===== src/rtl/lcd_vram_scanout.sv =====
// Text-mode LCD scanout: walks the panel raster, fetches a character code from
// VRAM and a glyph row from the font ROM for every pixel, and drives RGB565
// panel signals with a fixed four-clock pipeline latency.
module lcd_vram_scanout #(
  parameter int unsigned H_ACTIVE = 480,
  parameter int unsigned H_FP     = 2,
  parameter int unsigned H_SYNC   = 41,
  parameter int unsigned H_BP     = 2,
  parameter int unsigned V_ACTIVE = 272,
  parameter int unsigned V_FP     = 2,
  parameter int unsigned V_SYNC   = 10,
  parameter int unsigned V_BP     = 2,
  parameter int unsigned COLS     = 60,
  parameter logic [15:0] FG       = 16'hFFFF,
  parameter logic [15:0] BG       = 16'h0000
) (
  input  logic        clk,
  input  logic        rst_n,
  output logic [9:0]  v_adb,
  output logic        v_ceb,
  output logic        v_oce,
  input  logic [7:0]  v_dout,
  output logic [11:0] font_addr,
  input  logic [7:0]  font_data,
  output logic        lcd_de,
  output logic        lcd_hsync,
  output logic        lcd_vsync,
  output logic [4:0]  lcd_r,
  output logic [5:0]  lcd_g,
  output logic [4:0]  lcd_b,
  output logic        vsync
);

  localparam int unsigned H_TOTAL = H_ACTIVE + H_FP + H_SYNC + H_BP;
  localparam int unsigned V_TOTAL = V_ACTIVE + V_FP + V_SYNC + V_BP;
  localparam int unsigned HW = $clog2(H_TOTAL);
  localparam int unsigned VW = $clog2(V_TOTAL);

  localparam logic [HW-1:0] H_LAST   = HW'(H_TOTAL - 1);
  localparam logic [HW-1:0] H_ACT    = HW'(H_ACTIVE);
  localparam logic [HW-1:0] H_SYNC_S = HW'(H_ACTIVE + H_FP);
  localparam logic [HW-1:0] H_SYNC_E = HW'(H_ACTIVE + H_FP + H_SYNC);
  localparam logic [VW-1:0] V_LAST   = VW'(V_TOTAL - 1);
  localparam logic [VW-1:0] V_ACT    = VW'(V_ACTIVE);
  localparam logic [VW-1:0] V_SYNC_S = VW'(V_ACTIVE + V_FP);
  localparam logic [VW-1:0] V_SYNC_E = VW'(V_ACTIVE + V_FP + V_SYNC);

  // run_q is low during reset and on the first post-release edge, so the
  // counters sit at (0,0) for exactly one cycle of fetch before advancing.
  logic          run_q;
  logic [HW-1:0] hcnt_q, hcnt_d;
  logic [VW-1:0] vcnt_q, vcnt_d;
  logic          de_raw, hs_raw, vs_raw;
  logic [9:0]    adb_q;

  // Pipeline tags: index 0 = stage t+1, 1 = t+2, 2 = t+3.
  logic [2:0]    de_p, hs_p, vs_p;
  logic [3:0]    row_p1, row_p2;
  logic [2:0]    bit_p1, bit_p2, bit_p3;
  logic          pixel_on;
  logic [15:0]   colour, colour_q;

  // Raster counter next-state; hcnt wraps into vcnt, vcnt wraps at frame end.
  always_comb begin
    hcnt_d = hcnt_q;
    vcnt_d = vcnt_q;
    if (run_q) begin
      if (hcnt_q == H_LAST) begin
        hcnt_d = '0;
        vcnt_d = (vcnt_q == V_LAST) ? '0 : vcnt_q + VW'(1);
      end else begin
        hcnt_d = hcnt_q + HW'(1);
      end
    end
  end

  assign de_raw = run_q && (hcnt_q < H_ACT) && (vcnt_q < V_ACT);
  assign hs_raw = !((hcnt_q >= H_SYNC_S) && (hcnt_q < H_SYNC_E));
  assign vs_raw = !((vcnt_q >= V_SYNC_S) && (vcnt_q < V_SYNC_E));

  // Cell index fits in 10 bits for any geometry with <= 1024 cells.
  assign v_adb = de_raw ? (10'(vcnt_q >> 4) * 10'(COLS) + 10'(hcnt_q >> 3)) : adb_q;
  assign v_ceb = de_raw;
  assign v_oce = de_raw;

  // Glyph row lookup uses the character code arriving two cycles after fetch.
  assign font_addr = de_p[1] ? {v_dout, row_p2} : '0;

  assign pixel_on = font_data[3'd7 - bit_p3];
  assign colour   = de_p[2] ? (pixel_on ? FG : BG) : '0;

  assign lcd_r = colour_q[15:11];
  assign lcd_g = colour_q[10:5];
  assign lcd_b = colour_q[4:0];

  // Raster counters, run flag and held VRAM address.
  always_ff @(posedge clk or negedge rst_n) begin
    if (!rst_n) begin
      run_q  <= 1'b0;
      hcnt_q <= '0;
      vcnt_q <= '0;
      adb_q  <= '0;
    end else begin
      run_q  <= 1'b1;
      hcnt_q <= hcnt_d;
      vcnt_q <= vcnt_d;
      adb_q  <= v_adb;
    end
  end

  // Delay line carrying timing and pixel-position tags alongside the fetch.
  always_ff @(posedge clk or negedge rst_n) begin
    if (!rst_n) begin
      de_p   <= '0;
      hs_p   <= '1;
      vs_p   <= '1;
      row_p1 <= '0;
      row_p2 <= '0;
      bit_p1 <= '0;
      bit_p2 <= '0;
      bit_p3 <= '0;
    end else begin
      de_p   <= {de_p[1:0], de_raw};
      hs_p   <= {hs_p[1:0], hs_raw};
      vs_p   <= {vs_p[1:0], vs_raw};
      row_p1 <= vcnt_q[3:0];
      row_p2 <= row_p1;
      bit_p1 <= hcnt_q[2:0];
      bit_p2 <= bit_p1;
      bit_p3 <= bit_p2;
    end
  end

  // Registered panel outputs and the CPU frame-wait flag.
  always_ff @(posedge clk or negedge rst_n) begin
    if (!rst_n) begin
      lcd_de    <= 1'b0;
      lcd_hsync <= 1'b1;
      lcd_vsync <= 1'b1;
      colour_q  <= '0;
      vsync     <= 1'b0;
    end else begin
      lcd_de    <= de_p[2];
      lcd_hsync <= hs_p[2];
      lcd_vsync <= vs_p[2];
      colour_q  <= colour;
      // Taken from next-state vcnt so it changes on hcnt 0 of the line.
      vsync     <= (vcnt_d >= V_ACT);
    end
  end

endmodule


===== config.mk =====
export PLATFORM = sky130hd
export DESIGN_NAME = lcd_vram_scanout
export DESIGN_NICKNAME = d
export VERILOG_FILES = /design/src/rtl/lcd_vram_scanout.sv
export SDC_FILE = /design/constraint.sdc
export NUM_CORES = 1
export LEC_CHECK = 0
export CORE_UTILIZATION = 44
export CTS_CLUSTER_SIZE = 28
export DETAILED_ROUTE_END_ITERATION = 8
export GPL_TIMING_DRIVEN = 0
export PLACE_DENSITY_LB_ADDON = 0.25
export SETUP_SLACK_MARGIN = 0.02
export SKIP_CTS_REPAIR_TIMING = 1
export SLEW_MARGIN = 20
export SYNTH_ARGS = -nofsm -noshare
export SYNTH_HDL_FRONTEND = slang
export SYNTH_SLANG_ARGS = --single-unit

===== constraint.sdc =====
create_clock -name clk -period 7 [get_ports clk]
set_clock_uncertainty 0.05 [all_clocks]
set_input_delay 0.7 -clock clk [delete_from_list [all_inputs] [get_ports clk]]
set_output_delay 0.7 -clock clk [all_outputs]
set_load 0.005 [all_outputs]

==> out/metrics.cfg, run 1 <==
[outcome]
outcome=finished, final reports clean

[grt]
grt-ovfl-total=0
grt_max_degree=61
grt_pass1_wl_mm=9.998
track_usage=0.1680
antenna_found_initial=0
grt_pass1_vias=2346

[finish]
diodes=0
drive_above_1_share=0.1377
area_growth_syn_to_layout_pct=29.36
final_common_cell=clkdlybuf4s50_1
layout_common_cells=clkdlybuf4s50_1, dfrtp_1, nand2_1
final_nets=433
fin_util=0.5913

[clock_tree]
clkLatencyLatePin_ns=0.34
cts_tree=built
cts_made_buffers=9
cts.sinks=61
htreeDepth=3
clockBufferDepth=2
path_clk_slew_ns=0.06
root_buffer=clkbuf_8

[placement]
pre_cts_slack_ns=2.401
gp_congestion=0.7469
hpwl_mm=4.570
placement.io_buffers=61

[sta]
fin_crit_ns=4.950
rsz0062_at_grt=false
setup_ws_ns=2.050
setup_viol=0
max_freq_ghz=0.2020
finalHoldViolations=0
hold_slack_ns=0.09957
finalSetupTns_ns=0
timing.final.crit_share=0.7071
final_max_slew_viol_count=0

[drt]
drc_errors=0
route.detailed.vias_per_inst=4.831
finalWirelength_mm=5.979
first_pass_iters=4
ant_nets=0
first_iter_violations=74
num_vias=2338
avgRoutedWirePerCell_um=12.35

[hold_path]
min_path_type=in -> async

[power_and_ir_drop]
p_leak_nw=2.063
ir_drop_v=0.00009751
finalPower_mw=1.087
p_per_area_nw_per_um2=253.4

[synth]
netlist_area_um2=3316
synth.distinct_cells=46
syn_inst=308
seq_area_frac_synth=0.4634
syn_avg_cell_area_um2=10.77
ys_ff_latch=61
ys.flop_type=dfrtp_1
synth_edf_count=0
yosys_warnings=0
ys_async_sr_fraction=1.000
syn_nets=360

[floorplan]
dieArea_um2=7887
die_x_um=88.81
rows=31
ios=62
core-area_um2=7253
fp.dieH_um=88.81
start_util=0.4571

[setup_path]
critical_path_peak_fanout=9
crit_type=reg -> out
crit_path_end_kind=primary output
reg2reg_slack_ns=3.41
cp_data_arrival_time_ns=4.20
cp_data_required_time_ns=6.25
setup.worst_path.start_class=register

[flow_run]
drv_cap=0

-- per-layer routing --
layer | GRT usage | routed length, um | vias up
li1 | - | - | 1158
met1 | 0.1952 | 2679 | 1123
met2 | 0.2937 | 2913 | 47
met3 | 0.03638 | 263 | 10
met4 | 0.08358 | 122 | 0
met5 | 0 | 0 | -
-- where the power goes --
group | leakage [nW] | internal [mW] | total (mW) | switching [mW]
sequential | 0.776 | 0.410 | 0.466 | 0.0558
clock | 0.105 | 0.208 | 0.335 | 0.128
combinational | 1.18 | 0.192 | 0.286 | 0.0943
total | 2.06 | 0.809 | 1.09 | 0.278
-- cells in the mapped netlist (3+ instances only) --
library cell	n	area, um2
buf_2	3	15.01
clkbuf_1	3	11.26
xnor2_1	13	113.9
nand3_1	7	35.03
buf_4	16	120.1
dfrtp_1	53	1326
fa_1	8	160.2
nor2_1	17	63.81
nor3_1	7	35.03
inv_1	28	105.1
and2_1	12	75.07
xor2_1	7	61.31
o21ai_0	12	60.06
ha_1	26	325.3
nand2_1	29	108.9
dfstp_2	8	210.2
nand4_1	9	56.30
a21oi_1	6	30.03
and3_1	5	31.28
a21o_1	4	30.03
-- through the flow --
stage                     cell area [um2]  std cells
after floorplan                      3316        308
after global placement               4050        468
after detailed placement             4075        469
after CTS                            4289        484
after global routing                 4289        484
final                                4289        484
-- sequential cells by signal, summed over array words and instances, names as in the netlist, 3 cells and up --
signal,flops
row_p1,4
bit_p3,3
bit_p2,3
hs_p,3
vs_p,3
de_p,3
hcnt_q,10
vcnt_q,9
adb_q,10
bit_p1,3
row_p2,4
-- final cells by class --
cell class / count / area [um2]
plain buffers: 22 / 146.4
well taps: 99 / 123.9
inverters: 28 / 105.1
fillers: 628 / 2964
clock buffers: 11 / 141.4
repair buffers: 62 / 635.6
multi-input cells: 197 / 1528
flip-flops and latches: 61 / 1536
clock inverters: 4 / 72.57
-- critical path: stages (launching register included) --
cell and delay (ns):
dfrtp_1 0.51, fa_1 0.56, fa_1 0.52, inv_1 0.05, fa_1 0.47, inv_1 0.04, ha_1 0.31, o21ai_0 0.10
o21bai_1 0.14, a21oi_1 0.13, o311a_1 0.30, a221o_1 0.29, clkdlybuf4s50_1 0.45
-- path summary, 6_finish.rpt --
check                           from   endpoint  depth (start not counted)
max                        vcnt_q[4]   v_adb[9]                         12
min                            rst_n  bit_p3[2]                          1
max reg2reg                vcnt_q[4]   adb_q[9]                         11
min reg2reg                bit_p2[2]  bit_p3[2]                          0
max in group asynchronous      rst_n    vs_p[0]                          2
min in group clk           bit_p2[2]  bit_p3[2]                          0
-- cell families after synthesis --
| group | share of synthesized area |
|---|---|
| AOI/OAI and AO/OA | 0.08227 |
| other | 0.001131 |
| DFF | 0.4634 |
| adders and majority gates | 0.1464 |
| buffers and inverters | 0.07585 |
| muxes | 0.01962 |
| xor gates and xnor gates | 0.05283 |
| and+or+nand+nor | 0.1585 |
Power figures use the tool's default switching activity.
==> inputs of run 2 (changes only) <==
clock period = 4.7 ns   (was 7 ns; I/O delays follow)
==> out/metrics.cfg, run 2 (same netlist as run 1, synthesis figures left out) <==
[drt]
drc_errors=0  ; unchanged
ant_nets=0  ; unchanged
route.detailed.vias_per_inst=4.812  ; -0.38%
first_pass_iters=4  ; unchanged
first_iter_violations=101  ; +36%
finalWirelength_mm=6.052  ; +1.2%
avgRoutedWirePerCell_um=12.35  ; about the same
num_vias=2358  ; +0.86%

[sta]
finalHoldViolations=0  ; unchanged
fin_crit_ns=4.465
timing.final.crit_share=0.9501
max_freq_ghz=0.2239
setup_ws_ns=0.2347  ; -1.816 ns
hold_slack_ns=0.2983  ; +0.1987 ns
setup_viol=0  ; unchanged
final_max_slew_viol_count=0  ; unchanged

[setup_path]
cp_num_buf_inv=3  ; unchanged
cp_data_required_time_ns=4.18  ; -2.07 ns
crit_path_end_kind=primary output
crit_family=adder cells
crit_top_cell=fa_1
slowest_stage=clkdlybuf4s50_1
setup.worst_path.start_class=register
slowest_delay_ns=0.53  ; -0.03 ns
path_cells=fa_1, fa_1, inv_1, fa_1, inv_1, ha_1, o21ai_0, o21bai_1, a21oi_2, xnor2_1, o21ai_1, clkdlybuf4s50_1
critical_path_peak_fanout=6  ; -3
cp_data_arrival_time_ns=3.95  ; -0.25 ns
crit_type=reg -> out

[grt]
grt_max_degree=61  ; unchanged
grt_pass1_wl_mm=9.998  ; unchanged
track_usage=0.1680  ; unchanged
antenna_found_initial=0  ; unchanged
grt_pass1_vias=2346  ; unchanged
grt-ovfl-total=0  ; unchanged

[floorplan]
die_x_um=88.81  ; unchanged
start_util=0.4571  ; unchanged
core-area_um2=7253  ; unchanged
dieArea_um2=7887  ; unchanged
fp.dieH_um=88.81  ; unchanged
rows=31  ; unchanged
ios=62  ; unchanged

[power_and_ir_drop]
ir_drop_v=0.0001452  ; +49%
p_leak_nw=2.109  ; +2.2%
p_per_area_nw_per_um2=372.5  ; +47%

[finish]
top_regs=adb_q x10, hcnt_q x10, vcnt_q x9
final_cell_count_no_fill=490  ; +1.2%
drive_above_1_share=0.1586  ; +0.02091
final_common_cell=clkdlybuf4s50_1
fin_util=0.5993  ; +0.007935
layout_common_cells=clkdlybuf4s50_1, dfrtp_1, nand2_1
area_growth_syn_to_layout_pct=31.09
final_nets=439  ; +1.4%
diodes=0  ; unchanged

[clock_tree]
cts_made_buffers=9  ; unchanged
cts_tree=built
cts.sinks=61  ; unchanged
htreeDepth=3  ; unchanged
clockBufferDepth=2  ; unchanged
path_clk_slew_ns=0.07  ; about the same
root_buffer=clkbuf_8
clkLatencyLatePin_ns=0.34  ; about the same

[placement]
placement.io_buffers=61  ; unchanged
pre_cts_slack_ns=0.3305  ; -2.070 ns
gp_congestion=0.7469  ; unchanged
hpwl_mm=4.570  ; unchanged
dp.cells=469  ; unchanged

[outcome]
outcome=finished, final reports clean

[flow_run]
drv_cap=0  ; unchanged

[hold_path]
min_path_type=reg -> reg

-- run 2: cell count changes in the layout (fill, tap and decap cells not counted), sizes merged --
| cell | delta |
|---|---|
| buf | +5 |
| dlymetal6s2s | +1 |
| dlygate4sd3 | +1 |
| clkdlybuf4s50 | -1 |
-- run 2: layout make-up --
type | count | area, um2
tap | 99 | 123.9
timing repair buffer | 68 | 685.7
clock inverter | 4 | 72.57
inverter | 28 | 105.1
sequential | 61 | 1540
buffer | 22 | 146.4
clock buffer | 11 | 141.4
fill | 622 | 2907
multi-input combinational | 197 | 1531
-- run 2: report_power, final --
group / internal, mW / switching [mW]
clock network: 0.309 / 0.190
registers: 0.610 / 0.0832
logic: 0.286 / 0.141
-- run 2: worst reg2reg max path: stages, from the launching register on --
cell and delay [ns]:
dfrtp_2 0.46, fa_1 0.53, fa_1 0.52, inv_1 0.05, fa_1 0.47, inv_1 0.04
ha_1 0.31, o21ai_0 0.10, o21bai_1 0.19, a21oi_2 0.10, o311a_1 0.29, a221o_1 0.29
-- run 2: per-layer routing --
metal / global-route usage / wire length (um) / vias to the layer above
met2: 0.2937 / 2891 / 49
met4: 0.08358 / 139 / 0
met3: 0.03638 / 264 / 12
met5: 0 / 0 / -
li1: - / - / 1171
met1: 0.1952 / 2756 / 1126
-- run 2: final timing paths --
| kind | from | endpoint | slack, ns | depth (start not counted) |
|---|---|---|---|---|
| worst min register to register | bit_p2[2] | bit_p3[2] | 0.30 | 0 |
| worst max register to register | vcnt_q[5] | adb_q[9] | 1.17 | 11 |
| worst min-delay path | bit_p2[2] | bit_p3[2] | 0.30 | 0 |
| worst max-delay path | vcnt_q[5] | v_adb[7] | 0.23 | 12 |
| max in group asynchronous | rst_n | vs_p[0] | 3.65 | 3 |
| min in group asynchronous | rst_n | bit_p3[2] | 0.44 | 2 |
-- run 2: stage by stage --
step	power, mW	area (um2)	TNS [ns]
final	1.619	4347	0
after global routing	1.714	4347	-0.001305
after CTS	1.642	4289	-0.03876
after detailed placement	1.135	4075	0
after global placement	1.117	4050	0
after floorplan	0.9098	3316	0
